## config.mk

```make
export PLATFORM = sky130hd
export DESIGN_NAME = shift_sequencer
export DESIGN_NICKNAME = d
export VERILOG_FILES = /design/src/rtl/shift_sequencer.sv
export SDC_FILE = /design/constraint.sdc
export NUM_CORES = 1
export LEC_CHECK = 0
export BUFFER_PORTS_ARGS = -buffer_cell sky130_fd_sc_hd__buf_2
export CORE_MARGIN = 2
export CORE_UTILIZATION = 45
export CTS_BUF_LIST = sky130_fd_sc_hd__clkbuf_2 sky130_fd_sc_hd__clkbuf_4 sky130_fd_sc_hd__clkbuf_8
export DETAILED_ROUTE_END_ITERATION = 10
export PLACE_DENSITY = 0.67
export SLEW_MARGIN = 10
export SYNTH_ARGS = -nofsm -noshare
export SYNTH_HDL_FRONTEND = slang
export SYNTH_SLANG_ARGS = --single-unit
```

## constraint.sdc

```tcl
create_clock -name clk -period 4.2 [get_ports clk]
set_input_delay 1.05 -clock clk [delete_from_list [all_inputs] [get_ports clk]]
set_output_delay 1.05 -clock clk [all_outputs]
set_load 0.1 [all_outputs]
```

## src/rtl/shift_sequencer.sv

```systemverilog
// Purpose : multi-cycle shifter; iterates a 1-bit shift stage (pass/LSL/LSR/ASR) up to 15 times.
// Latency : N+1 edges from accepted start to done (1 edge when amount==0 or op==pass).
// Backpressure: one shift in flight; ready low while shifting, start ignored then; abort cancels.
//
// Ports:
//   clk, rst_n          clock, synchronous active-low reset
//   start, abort        request (taken when ready) / cancel (wins over start)
//   in[15:0], shift[1:0], amount[3:0]   operand, operation, step count (latched on accept)
//   ready, busy, done   state decodes; done is a one-cycle completion pulse
//   sout[15:0]          result register, held until the next completion
module shift_sequencer (
    input  logic        clk,
    input  logic        rst_n,
    input  logic        start,
    input  logic        abort,
    input  logic [15:0] in,
    input  logic [1:0]  shift,
    input  logic [3:0]  amount,
    output logic        ready,
    output logic        busy,
    output logic        done,
    output logic [15:0] sout
);

    typedef enum logic [1:0] {
        ST_IDLE  = 2'd0,
        ST_SHIFT = 2'd1,
        ST_DONE  = 2'd2
    } state_t;

    state_t      state, state_nxt;
    logic [15:0] acc, acc_nxt;
    logic [1:0]  op, op_nxt;
    logic [3:0]  cnt, cnt_nxt;
    logic [15:0] sout_nxt;
    logic [15:0] step;

    // Single-bit shift stage using the datapath shifter's operation encoding.
    always_comb begin
        step = acc;
        case (op)
            2'b00:   step = acc;
            2'b01:   step = {acc[14:0], 1'b0};
            2'b10:   step = {1'b0, acc[15:1]};
            default: step = {acc[15], acc[15:1]};
        endcase
    end

    always_comb begin
        state_nxt = state;
        acc_nxt   = acc;
        op_nxt    = op;
        cnt_nxt   = cnt;
        sout_nxt  = sout;

        if (abort) begin
            // Cancel: drop whatever is in flight, keep the previous result.
            state_nxt = ST_IDLE;
        end else begin
            case (state)
                ST_IDLE, ST_DONE: begin
                    state_nxt = ST_IDLE;
                    if (start) begin
                        // Zero steps or pass: result is the operand, no SHIFT cycles.
                        if (amount == 4'd0 || shift == 2'b00) begin
                            sout_nxt  = in;
                            state_nxt = ST_DONE;
                        end else begin
                            acc_nxt   = in;
                            op_nxt    = shift;
                            cnt_nxt   = amount;
                            state_nxt = ST_SHIFT;
                        end
                    end
                end
                ST_SHIFT: begin
                    // cnt is always >= 1 here, so the decrement cannot wrap.
                    acc_nxt = step;
                    cnt_nxt = cnt - 4'd1;
                    if (cnt == 4'd1) begin
                        sout_nxt  = step;
                        state_nxt = ST_DONE;
                    end
                end
                default: state_nxt = ST_IDLE;
            endcase
        end
    end

    always_ff @(posedge clk) begin
        if (!rst_n) begin
            state <= ST_IDLE;
            acc   <= 16'h0000;
            op    <= 2'b00;
            cnt   <= 4'd0;
            sout  <= 16'h0000;
        end else begin
            state <= state_nxt;
            acc   <= acc_nxt;
            op    <= op_nxt;
            cnt   <= cnt_nxt;
            sout  <= sout_nxt;
        end
    end

    assign ready = (state == ST_IDLE) || (state == ST_DONE);
    assign busy  = (state == ST_SHIFT);
    assign done  = (state == ST_DONE);

endmodule

```

==> out/results.ini <==
[run_status]
run_status = completed

[worst_setup_path]
cp.required_ns = 3.15
critPathKind = register to output port
critPathMaxFanout = 23
cp.arrival_ns = 2.37
startpoint_type = register
critPathCaptureType = output port

[layout]
stdcell_count = 355
fin_nets = 315
drive_gt1_frac = 0.208
final_cell_mix = 47 x mux2i_1, 44 x buf_2, 42 x nand2_1
fillers = 481
n_antenna_cell = 0
final_common_cell = mux2i_1
area_growth_pct = 13.1

[die]
die-area_sq_mm = 0.00557
fp-row-count = 25
die_h_um = 74.7
die_x_um = 74.7
core_sq_mm = 0.00475
ioPinCount = 45
start_util = 0.473

[route]
via_per_inst = 5.16
drt_iter0_drc = 89
drc = 0
wirelength_um = 4800
vias = 1832
wl_per_cell_um = 13.5
dr.pass1.iters = 4
detail-route-antenna-nets = 0

[timing]
rsz0062_at_grt = no
max_slew_margin = 0.291
finClkSkew_ns = 0.00699
worst_slew_pin_slew_ns = 1.06
drv_slew = 0
final-setup-viol-count = 0
fin_crit_sh = 0.813
layout_min_cycle_time_ns = 3.42
max_freq_mhz = 293
setup_tns_ns = 0
hold_viol_final = 0

[grt]
antenna_found_initial = 0
grt_pass1_vias = 1789
grt_max_degree = 62
gr-usage-all-layers = 0.188
overflow = 0
grt_pass1_wl_um = 8200

[yosys]
synth_top_family_by_area = simple AND/OR/NAND/NOR gates
synth_area_leaders = dfxtp_1 36%, mux2i_1 21%, nand2_1 7.0%, o31ai_1 5.0%, and2_1 4.5%
netlist_area_sq_mm = 0.00225
yosys.area_share.xor_xnor = 0.00390
synthesis.nets = 284
muxShareOfSynthArea = 0.214
synth-async-reset-ratio = 0
synth_top_area_share = 0.356
synth.largest_area_cell = dfxtp_1
ys_seq_area_frac = 0.356
ys.flop_type = dfxtp_1
synth.ff_latch_count = 40
ys_types = 38
avgSynthCellArea_sq_um = 8.78
synth_cells = 256
synth.yosys.warnings = 0
synth-simple-area-share = 0.247
synth_fa_ha_area_frac = 0.0111
synth-compound-area-share = 0.107
synth_edf_count = 0

[clock_network]
numCtsBuffers = 5
clock_latency_ns = 0.29
clk_pin_slew_worst_paths_ns = 0.07
tritoncts = done
cts-root-buf = clkbuf_8
clk_path_buf_depth = 2
ctsResizeCount = 0
htreeDepth = 2
cts_sinks = 40
cts_hold_buf = 0
post_cts_buffers = 0

[placed_design]
placed_cells = 347
gp_congestion = 0.877
dp_hpwl_um = 3210
io_buffers = 44

[hold_path]
worstHoldPathType = register to register

[power]
p_leak_nw = 1.11
power_density_mw_per_mm2 = 326
ir_worst_vdd_mv = 0.145

[job]
cap_violations = 0

==> layer usage <==
layer  part of all wire  GRT usage
met1               0.49      0.245
met2               0.46      0.320
met3              0.042     0.0361
met4              0.011     0.0536
met5                  0          0
==> through the flow <==
step                      hold WS, ns  cell area, sq um   util  total power, mW  setup WS [ns]
final                           0.454              2540  0.535            0.829          0.784
after global routing            0.492              2540  0.535            0.873          0.567
after CTS                       0.458              2540  0.535            0.843          0.762
after detailed placement        0.444              2450  0.515            0.575           1.09
after global placement          0.441              2450  0.515            0.573           1.18
after floorplan                 0.446              2250      -            0.542           1.46
==> path summary, 6_finish.rpt <==
path	startpoint	to	slack [ns]	cells after the start
worst max-delay path	state[0]$_SDFFE_PP0P_	busy	0.78	3
worst min-delay path	sout[3]$_SDFFE_PN0P_	sout[3]$_SDFFE_PN0P_	0.45	2
worst max register to register	state[1]$_SDFFE_PP0P_	sout[3]$_SDFFE_PN0P_	1.75	5
worst min register to register	sout[3]$_SDFFE_PN0P_	sout[3]$_SDFFE_PN0P_	0.45	2
==> worst max-delay path: stages, from the launching register on <==
cell,delay [ns]
dfxtp_1,0.41
nand2b_1,0.45
inv_1,0.67
buf_2,0.54
==> sequential cells by signal, summed over array words and instances (netlist names) <==
name	flops
op	2
acc	16
cnt	4
state	2
sout	16
==> cell families after synthesis <==
group	Yosys count
and+or+nand+nor	110
muxes	48
DFF	40
AOI/OAI and AO/OA	30
buffers and inverters	25
adders and majority gates	2
xor gates and xnor gates	1
==> synth_stat cells (all sizes together) (2+ instances only) <==
cell type,n
or3b,2
nor3,3
o31ai,15
nor3b,3
nand2,42
and2,16
nand2b,2
mux2i,47
and3,14
inv,4
dfxtp,40
ha,2
o211ai,2
a31o,2
buf,10
nor2b,3
clkbuf,11
nor2,22
==> power breakdown <==
| group | internal, mW | switching (mW) | leakage (nW) |
|---|---|---|---|
| logic | 0.0540 | 0.0981 | 0.733 |
| clock network | 0.131 | 0.132 | 0.0510 |
| registers | 0.396 | 0.0181 | 0.325 |
==> layout make-up <==
type,count,area (sq um),area share
Clock buffer,6,82.6,0.0325
Clock inverter,2,10.0,0.00394
Inverter,4,15.0,0.00591
Multi-Input combinational cell,191,1320,0.520
Sequential cell,40,801,0.315
Tap cell,67,83.8,0.0330
Timing Repair Buffer,45,228,0.0896
Note: power is estimated with default switching activity, not from simulation.
